## src/rtl/ad_pkg.sv

```systemverilog
// ad_pkg: shared constants and FSM encoding for the A/D line capture block.
`default_nettype none

package ad_pkg;

   localparam int PIXW = 8;
   localparam int ADRW = 10;

   typedef enum logic [1:0] {
      ST_IDLE = 2'd0,
      ST_SKIP = 2'd1,
      ST_CAPT = 2'd2,
      ST_DONE = 2'd3
   } state_e;

endpackage

`default_nettype wire

```

## src/rtl/line_ram.sv

```systemverilog
// line_ram: one-write, one-registered-read pixel line memory, read-before-write.
`default_nettype none

module line_ram
   import ad_pkg::*;
#(
   parameter int DEPTH = 9
) (
   input  logic            clk_i,
   input  logic            rst_ni,
   input  logic            we_i,
   input  logic [ADRW-1:0] wr_addr_i,
   input  logic [PIXW-1:0] wr_data_i,
   input  logic            rd_en_i,
   input  logic [ADRW-1:0] rd_addr_i,
   output logic [PIXW-1:0] rd_data_o,
   output logic            rd_valid_o
);

   localparam int              IW   = (DEPTH > 1) ? $clog2(DEPTH) : 1;
   localparam logic [ADRW-1:0] LAST = ADRW'(DEPTH - 1);

   logic [PIXW-1:0] mem_q [DEPTH];
   logic [PIXW-1:0] rd_data_q;
   logic            rd_valid_q;

   always_ff @(posedge clk_i) begin
      if (we_i && (wr_addr_i <= LAST)) begin
         mem_q[wr_addr_i[IW-1:0]] <= wr_data_i;
      end
   end

   // Nonblocking read of mem_q sees the pre-write contents on a same-address collision.
   always_ff @(posedge clk_i or negedge rst_ni) begin
      if (!rst_ni) begin
         rd_data_q  <= '0;
         rd_valid_q <= 1'b0;
      end else begin
         rd_valid_q <= rd_en_i;
         if (rd_en_i) begin
            rd_data_q <= (rd_addr_i <= LAST) ? mem_q[rd_addr_i[IW-1:0]] : '0;
         end
      end
   end

   assign rd_data_o  = rd_data_q;
   assign rd_valid_o = rd_valid_q;

endmodule

`default_nettype wire

```

## src/rtl/ad_line_capture.sv

```systemverilog
// ad_line_capture: captures one line of A/D pixels into a buffer and keeps
// min/max/sum statistics of the most recently completed line.
`default_nettype none

module ad_line_capture
   import ad_pkg::*;
#(
   parameter int LINENUM = 9,
   parameter int SKIP    = 1,
   parameter int SUMW    = 18
) (
   input  logic            adck,
   input  logic            reset,
   input  logic            start,
   input  logic [PIXW-1:0] ad_in,
   input  logic            rd_en,
   input  logic [ADRW-1:0] rd_addr,
   output logic [PIXW-1:0] rd_data,
   output logic            rd_valid,
   output logic            busy,
   output logic            done,
   output logic            line_ok,
   output logic            overrun,
   output logic [PIXW-1:0] pix_min,
   output logic [PIXW-1:0] pix_max,
   output logic [SUMW-1:0] pix_sum
);

   localparam logic [3:0]      SKIP_LD  = (SKIP > 0) ? 4'(SKIP - 1) : 4'd0;
   localparam logic [ADRW-1:0] LAST_PIX = ADRW'(LINENUM - 1);
   localparam state_e          ST_FIRST = (SKIP > 0) ? ST_SKIP : ST_CAPT;

   state_e          state_q, state_d;
   logic [3:0]      skip_q, skip_d;
   logic [ADRW-1:0] pix_q, pix_d;
   logic [PIXW-1:0] wmin_q, wmin_d, wmax_q, wmax_d;
   logic [SUMW-1:0] wsum_q, wsum_d;
   logic [PIXW-1:0] min_q, min_d, max_q, max_d;
   logic [SUMW-1:0] sum_q, sum_d;
   logic            line_ok_q, line_ok_d;
   logic            overrun_q, overrun_d;
   logic            we;

   always_ff @(posedge adck or negedge reset) begin
      if (!reset) begin
         state_q   <= ST_IDLE;
         skip_q    <= '0;
         pix_q     <= '0;
         wmin_q    <= '0;
         wmax_q    <= '0;
         wsum_q    <= '0;
         min_q     <= '0;
         max_q     <= '0;
         sum_q     <= '0;
         line_ok_q <= 1'b0;
         overrun_q <= 1'b0;
      end else begin
         state_q   <= state_d;
         skip_q    <= skip_d;
         pix_q     <= pix_d;
         wmin_q    <= wmin_d;
         wmax_q    <= wmax_d;
         wsum_q    <= wsum_d;
         min_q     <= min_d;
         max_q     <= max_d;
         sum_q     <= sum_d;
         line_ok_q <= line_ok_d;
         overrun_q <= overrun_d;
      end
   end

   always_comb begin
      state_d   = state_q;
      skip_d    = skip_q;
      pix_d     = pix_q;
      wmin_d    = wmin_q;
      wmax_d    = wmax_q;
      wsum_d    = wsum_q;
      min_d     = min_q;
      max_d     = max_q;
      sum_d     = sum_q;
      line_ok_d = line_ok_q;
      overrun_d = overrun_q;
      we        = 1'b0;

      // A start outside IDLE never restarts the capture; it only flags the collision.
      if (start && (state_q != ST_IDLE)) begin
         overrun_d = 1'b1;
      end

      case (state_q)
         ST_IDLE: begin
            if (start) begin
               state_d   = ST_FIRST;
               skip_d    = SKIP_LD;
               pix_d     = '0;
               wmin_d    = '1;
               wmax_d    = '0;
               wsum_d    = '0;
               line_ok_d = 1'b0;
            end
         end
         ST_SKIP: begin
            if (skip_q == 4'd0) begin
               state_d = ST_CAPT;
            end else begin
               skip_d = skip_q - 4'd1;
            end
         end
         ST_CAPT: begin
            we     = 1'b1;
            wmin_d = (ad_in < wmin_q) ? ad_in : wmin_q;
            wmax_d = (ad_in > wmax_q) ? ad_in : wmax_q;
            wsum_d = wsum_q + SUMW'(ad_in);
            if (pix_q == LAST_PIX) begin
               state_d = ST_DONE;
            end else begin
               pix_d = pix_q + ADRW'(1);
            end
         end
         ST_DONE: begin
            state_d   = ST_IDLE;
            min_d     = wmin_q;
            max_d     = wmax_q;
            sum_d     = wsum_q;
            line_ok_d = 1'b1;
         end
         default: state_d = ST_IDLE;
      endcase
   end

   line_ram #(
      .DEPTH (LINENUM)
   ) u_line_ram (
      .clk_i      (adck),
      .rst_ni     (reset),
      .we_i       (we),
      .wr_addr_i  (pix_q),
      .wr_data_i  (ad_in),
      .rd_en_i    (rd_en),
      .rd_addr_i  (rd_addr),
      .rd_data_o  (rd_data),
      .rd_valid_o (rd_valid)
   );

   assign busy    = (state_q == ST_SKIP) || (state_q == ST_CAPT);
   assign done    = (state_q == ST_DONE);
   assign line_ok = line_ok_q;
   assign overrun = overrun_q;
   assign pix_min = min_q;
   assign pix_max = max_q;
   assign pix_sum = sum_q;

endmodule

`default_nettype wire
```

## config.mk

```make
export PLATFORM = sky130hd
export DESIGN_NAME = ad_line_capture
export DESIGN_NICKNAME = d
export VERILOG_FILES = /design/src/rtl/ad_pkg.sv /design/src/rtl/line_ram.sv /design/src/rtl/ad_line_capture.sv
export SDC_FILE = /design/constraint.sdc
export NUM_CORES = 1
export LEC_CHECK = 0
export ABC_AREA = 1
export CELL_PAD_IN_SITES_DETAIL_PLACEMENT = 0
export CELL_PAD_IN_SITES_GLOBAL_PLACEMENT = 2
export CORE_UTILIZATION = 34
export CTS_BUF_LIST = sky130_fd_sc_hd__clkbuf_8
export DETAILED_ROUTE_END_ITERATION = 6
export PLACE_DENSITY = 0.9
export REMOVE_ABC_BUFFERS = 1
export SLEW_MARGIN = 20
export SYNTH_ARGS = -nofsm -noshare
export SYNTH_HDL_FRONTEND = slang
export SYNTH_SLANG_ARGS = --single-unit
export TNS_END_PERCENT = 10
```

## constraint.sdc

```tcl
create_clock -name adck -period 2.4 [get_ports adck]
set_clock_uncertainty 0.15 [all_clocks]
set_input_delay 0.36 -clock adck [delete_from_list [all_inputs] [get_ports adck]]
set_output_delay 0.36 -clock adck [all_outputs]
set_load 0.01 [all_outputs]
```

==> summary.txt <==
GRT
  • Met1 usage: 23.2%
  • Initial antenna violation count: 0
  • Via count of the first global-routing pass: slightly below 6000
  • Total grt overflow: 0
  • First-pass GRT wire length: roughly 31 mm
  • Pin count of the biggest net entering global routing: 32
  • Most utilized layer in the global route result: met2
  • Met2 Usage GRT: between 20% and 30%
  • Global-route usage over all layers: 17.0%
  • Met3 usage: 3.70%

Logic synthesis
  • Mapped cell area: ~8000 µm²
  • Synth Register Bits: between 150 and 200
  • Mapped Cells: between 800 and 900
  • Yosys cell types: 37
  • Post-Syn Area per Cell: 9.01 µm²
  • Asr flop ratio synth: 56.9%
  • Post-synthesis sequential area ratio: 56.7%
  • Synth Warn #: 0
  • Post-synth EDFFs: between 70 and 80
  • Synth Flop Type: dfrtp_1

Route
  • Drt total wl: roughly 19 mm
  • Iteration-0 DRC Markers: 325
  • DR pass1 iterations: 6
  • Vias per cell: approximately 4.6
  • DRC Markers: 0
  • ANT nets after route: 0
  • Total number of vias: 6178
  • Average wire per cell in the routed design: about 14 µm

Setup path
  • Critical path arrival: between 1500 and 2000 ps
  • Critical-path maximum fanout: 3
  • Critical Path RT: 1890 ps
  • Depth of the worst register-to-register path: 7
  • Reg2reg start: state_q[0]
  • Slowest stage cell, crit path: clkdlybuf4s50_1
  • CP Cell Sequence: buf_4, ha_1, clkdlybuf4s50_1
  • Worst path max stage delay: between 500 and 600 ps
  • Crit start category: flip-flop
  • Reg-to-reg endpoint: pix_q[3]
  • R2r setup slk: approximately 180 ps
  • Critical path class: reg2out
  • CP Capture Type: primary output

Final layout
  • Inserted Diodes: 0
  • Layout cells sized above 1: about 12%
  • Non-Filler Instances: about 1300
  • Fin util: between 40% and 50%
  • Fillers: around 2300
  • Area growth syn-to-layout: 22.8%
  • Nets: roughly 1100

Timing
  • FMAX: 434 MHz
  • Aggregate negative setup slack: 0 ps
  • Min Tclk post-route: about 2300 ps
  • Relative slew slack: around 63%
  • Final hold violation count: 0
  • Hold slack final: between 200 and 250 ps
  • Max-slew violation count: 0
  • Final Setup Violations: 0
  • Fin crit share: 96.0%
  • Worst slew pin tran: approximately 560 ps

Hold path
  • HP Class: in2async

Floorplan
  • Core ar.: between 20000 and 25000 µm²
  • Die H: approximately 160 µm
  • Die width: roughly 160 µm
  • Row Count: 55
  • Initial Util: 35.1%
  • DIE AREA: about 24000 µm²
  • IO Pins: around 70

Clock network
  • H-Tree Depth: 4
  • CTS tree: built
  • Worst skew pair latency: about 450 ps
  • Num CTS Buffers: 17
  • Clk sinks: ~170
  • Clk slew on worst S/H paths: 90 ps
  • Root Driver: clkbuf_8
  • Bufs on Longest Clock Path: 2

Job
  • Max-Cap Viols: 0

Power and ir drop
  • PD cells: slightly below 1000 nW/µm²
  • Pleak: ~0.0045 µW
  • Worst vdd ir: 0.000620 V

Placed design
  • GP Congestion: roughly 0.8
  • Final HPWL DP: around 14 mm
  • Placed insts: 1306
  • I/O Buffers: 68

Run status
  • Status: finished, final reports clean
[sequential cells by signal, indices dropped and copies added, names as in the netlist, 2 cells and up]
| register | flops |
|---|---|
| pix_max | 8 |
| state_q | 2 |
| pix_sum | 18 |
| u_line_ram.rd_data_o | 8 |
| pix_min | 8 |
| skip_q | 4 |
| wsum_q | 18 |
| pix_q | 10 |
| wmax_q | 8 |
| u_line_ram.mem_q | 72 |
| wmin_q | 8 |
[cells in the mapped netlist (3+ instances only)]
| cell | instances | area, µm² |
|---|---|---|
| xor2_1 | 5 | 43.8 |
| ha_1 | 34 | 425 |
| clkbuf_1 | 11 | 41.3 |
| edfxtp_1 | 72 | 2160 |
| nand2_1 | 287 | 1080 |
| nor2_1 | 60 | 225 |
| inv_1 | 77 | 289 |
| o21bai_1 | 3 | 22.5 |
| buf_2 | 13 | 65.1 |
| a21oi_1 | 19 | 95.1 |
| o21ai_0 | 43 | 215 |
| nand4_1 | 14 | 87.6 |
| dfrtp_1 | 95 | 2380 |
| or2_2 | 8 | 50.1 |
| nand3_1 | 108 | 541 |
| o22ai_1 | 4 | 25.0 |
| nor3_1 | 10 | 50.1 |
[per-stage QoR]
| step | total power [µW] | worst slack (ps) | instance area, µm² |
|---|---|---|---|
| floorplan | 6070 | -11.2 | 7870 |
| global placement | 7720 | -299 | 9460 |
| detailed placement | 7750 | -297 | 9460 |
| CTS | 9610 | 15.2 | 9820 |
| global route | 10300 | -4.97 | 9840 |
| finish | 9520 | 97.2 | 9840 |
[critical path, delay by kind of cell, from the launching register on]
| family | cells | cell delay, ps |
|---|---|---|
| buffers and inverters | 2 | 710 |
| DFF | 1 | 390 |
| adders and majority gates | 1 | 230 |
[timing repair]
| action | CTS | global route |
|---|---|---|
| gates resized for setup | 0 | 2 |
| endpoints found under the hold margin | 28 | 0 |
| setup endpoints to repair | 0 | 18 |
| hold buffers | 1 | 0 |
| setup buffers | 0 | 2 |
[cells in the final DEF, fill, tap and decap left out, types with 2 or more instances in the layout]
cell	n
nand2_1	286
nand3_1	108
dfrtp_1	95
inv_1	76
edfxtp_1	72
clkdlybuf4s50_1	66
buf_4	65
nor2_1	60
o21ai_0	43
ha_1	34
a21oi_1	19
clkbuf_8	17
nand4_1	14
nor3_1	10
or2_2	8
xor2_1	5
o22ai_1	4
inv_6	4
nand2_2	3
o21bai_1	3
clkinv_4	3
inv_8	3
buf_12	3
clkinv_1	2
nand2_4	2
a21o_1	2
clkinv_2	2
[cells by family (layout without fill, tap and decap cells)]
group                    after synthesis  count (layout)  share of synthesized area, %
flip-flops                           167             167                          56.7
buffers and inverters                109             247                          5.62
AO/OA/AOI/OAI                         74              74                          5.01
AND/OR/NAND/NOR                      498             498                          26.5
XOR/XNOR                               6               6                         0.656
adder cells (fa/ha/maj)               35              35                          5.56
[power breakdown]
group / internal [µW] / switching, µW / total (µW)
Sequential: 3580 / 359 / 3940
Clock: 741 / 1110 / 1850
Combinational: 1560 / 2180 / 3740
Total: 5870 / 3650 / 9520
[metal layers]
layer,up-vias,part of all wire (%)
met5,-,0
met4,0,0.97
met3,10,4.3
met2,126,46
met1,2869,49
li1,3173,-
[final cells by class]
class                      count  area [µm²]  share of cell area, %
inverter                      80         303                   3.08
multi-input combinational    613        3030                   30.7
timing repair buffer         136        1230                   12.5
clock buffer                  17         234                   2.38
sequential                   167        4540                   46.1
clock inverter                14         118                   1.20
tap                          313         392                   3.98
[worst max path at each step]
stage	end	slack [ps]	start	cells after the start
final	done	100	state_q[0]	3
after global routing	pix_q[4]	-5	state_q[0]	8
after CTS	busy	20	state_q[0]	3
after detailed placement	wsum_q[10]	-300	ad_in[0]	14
after global placement	wsum_q[10]	-300	ad_in[0]	14
after floorplan	u_line_ram.mem_q[4][0]	-10	state_q[0]	5
Note: power is estimated with default switching activity, not from simulation.
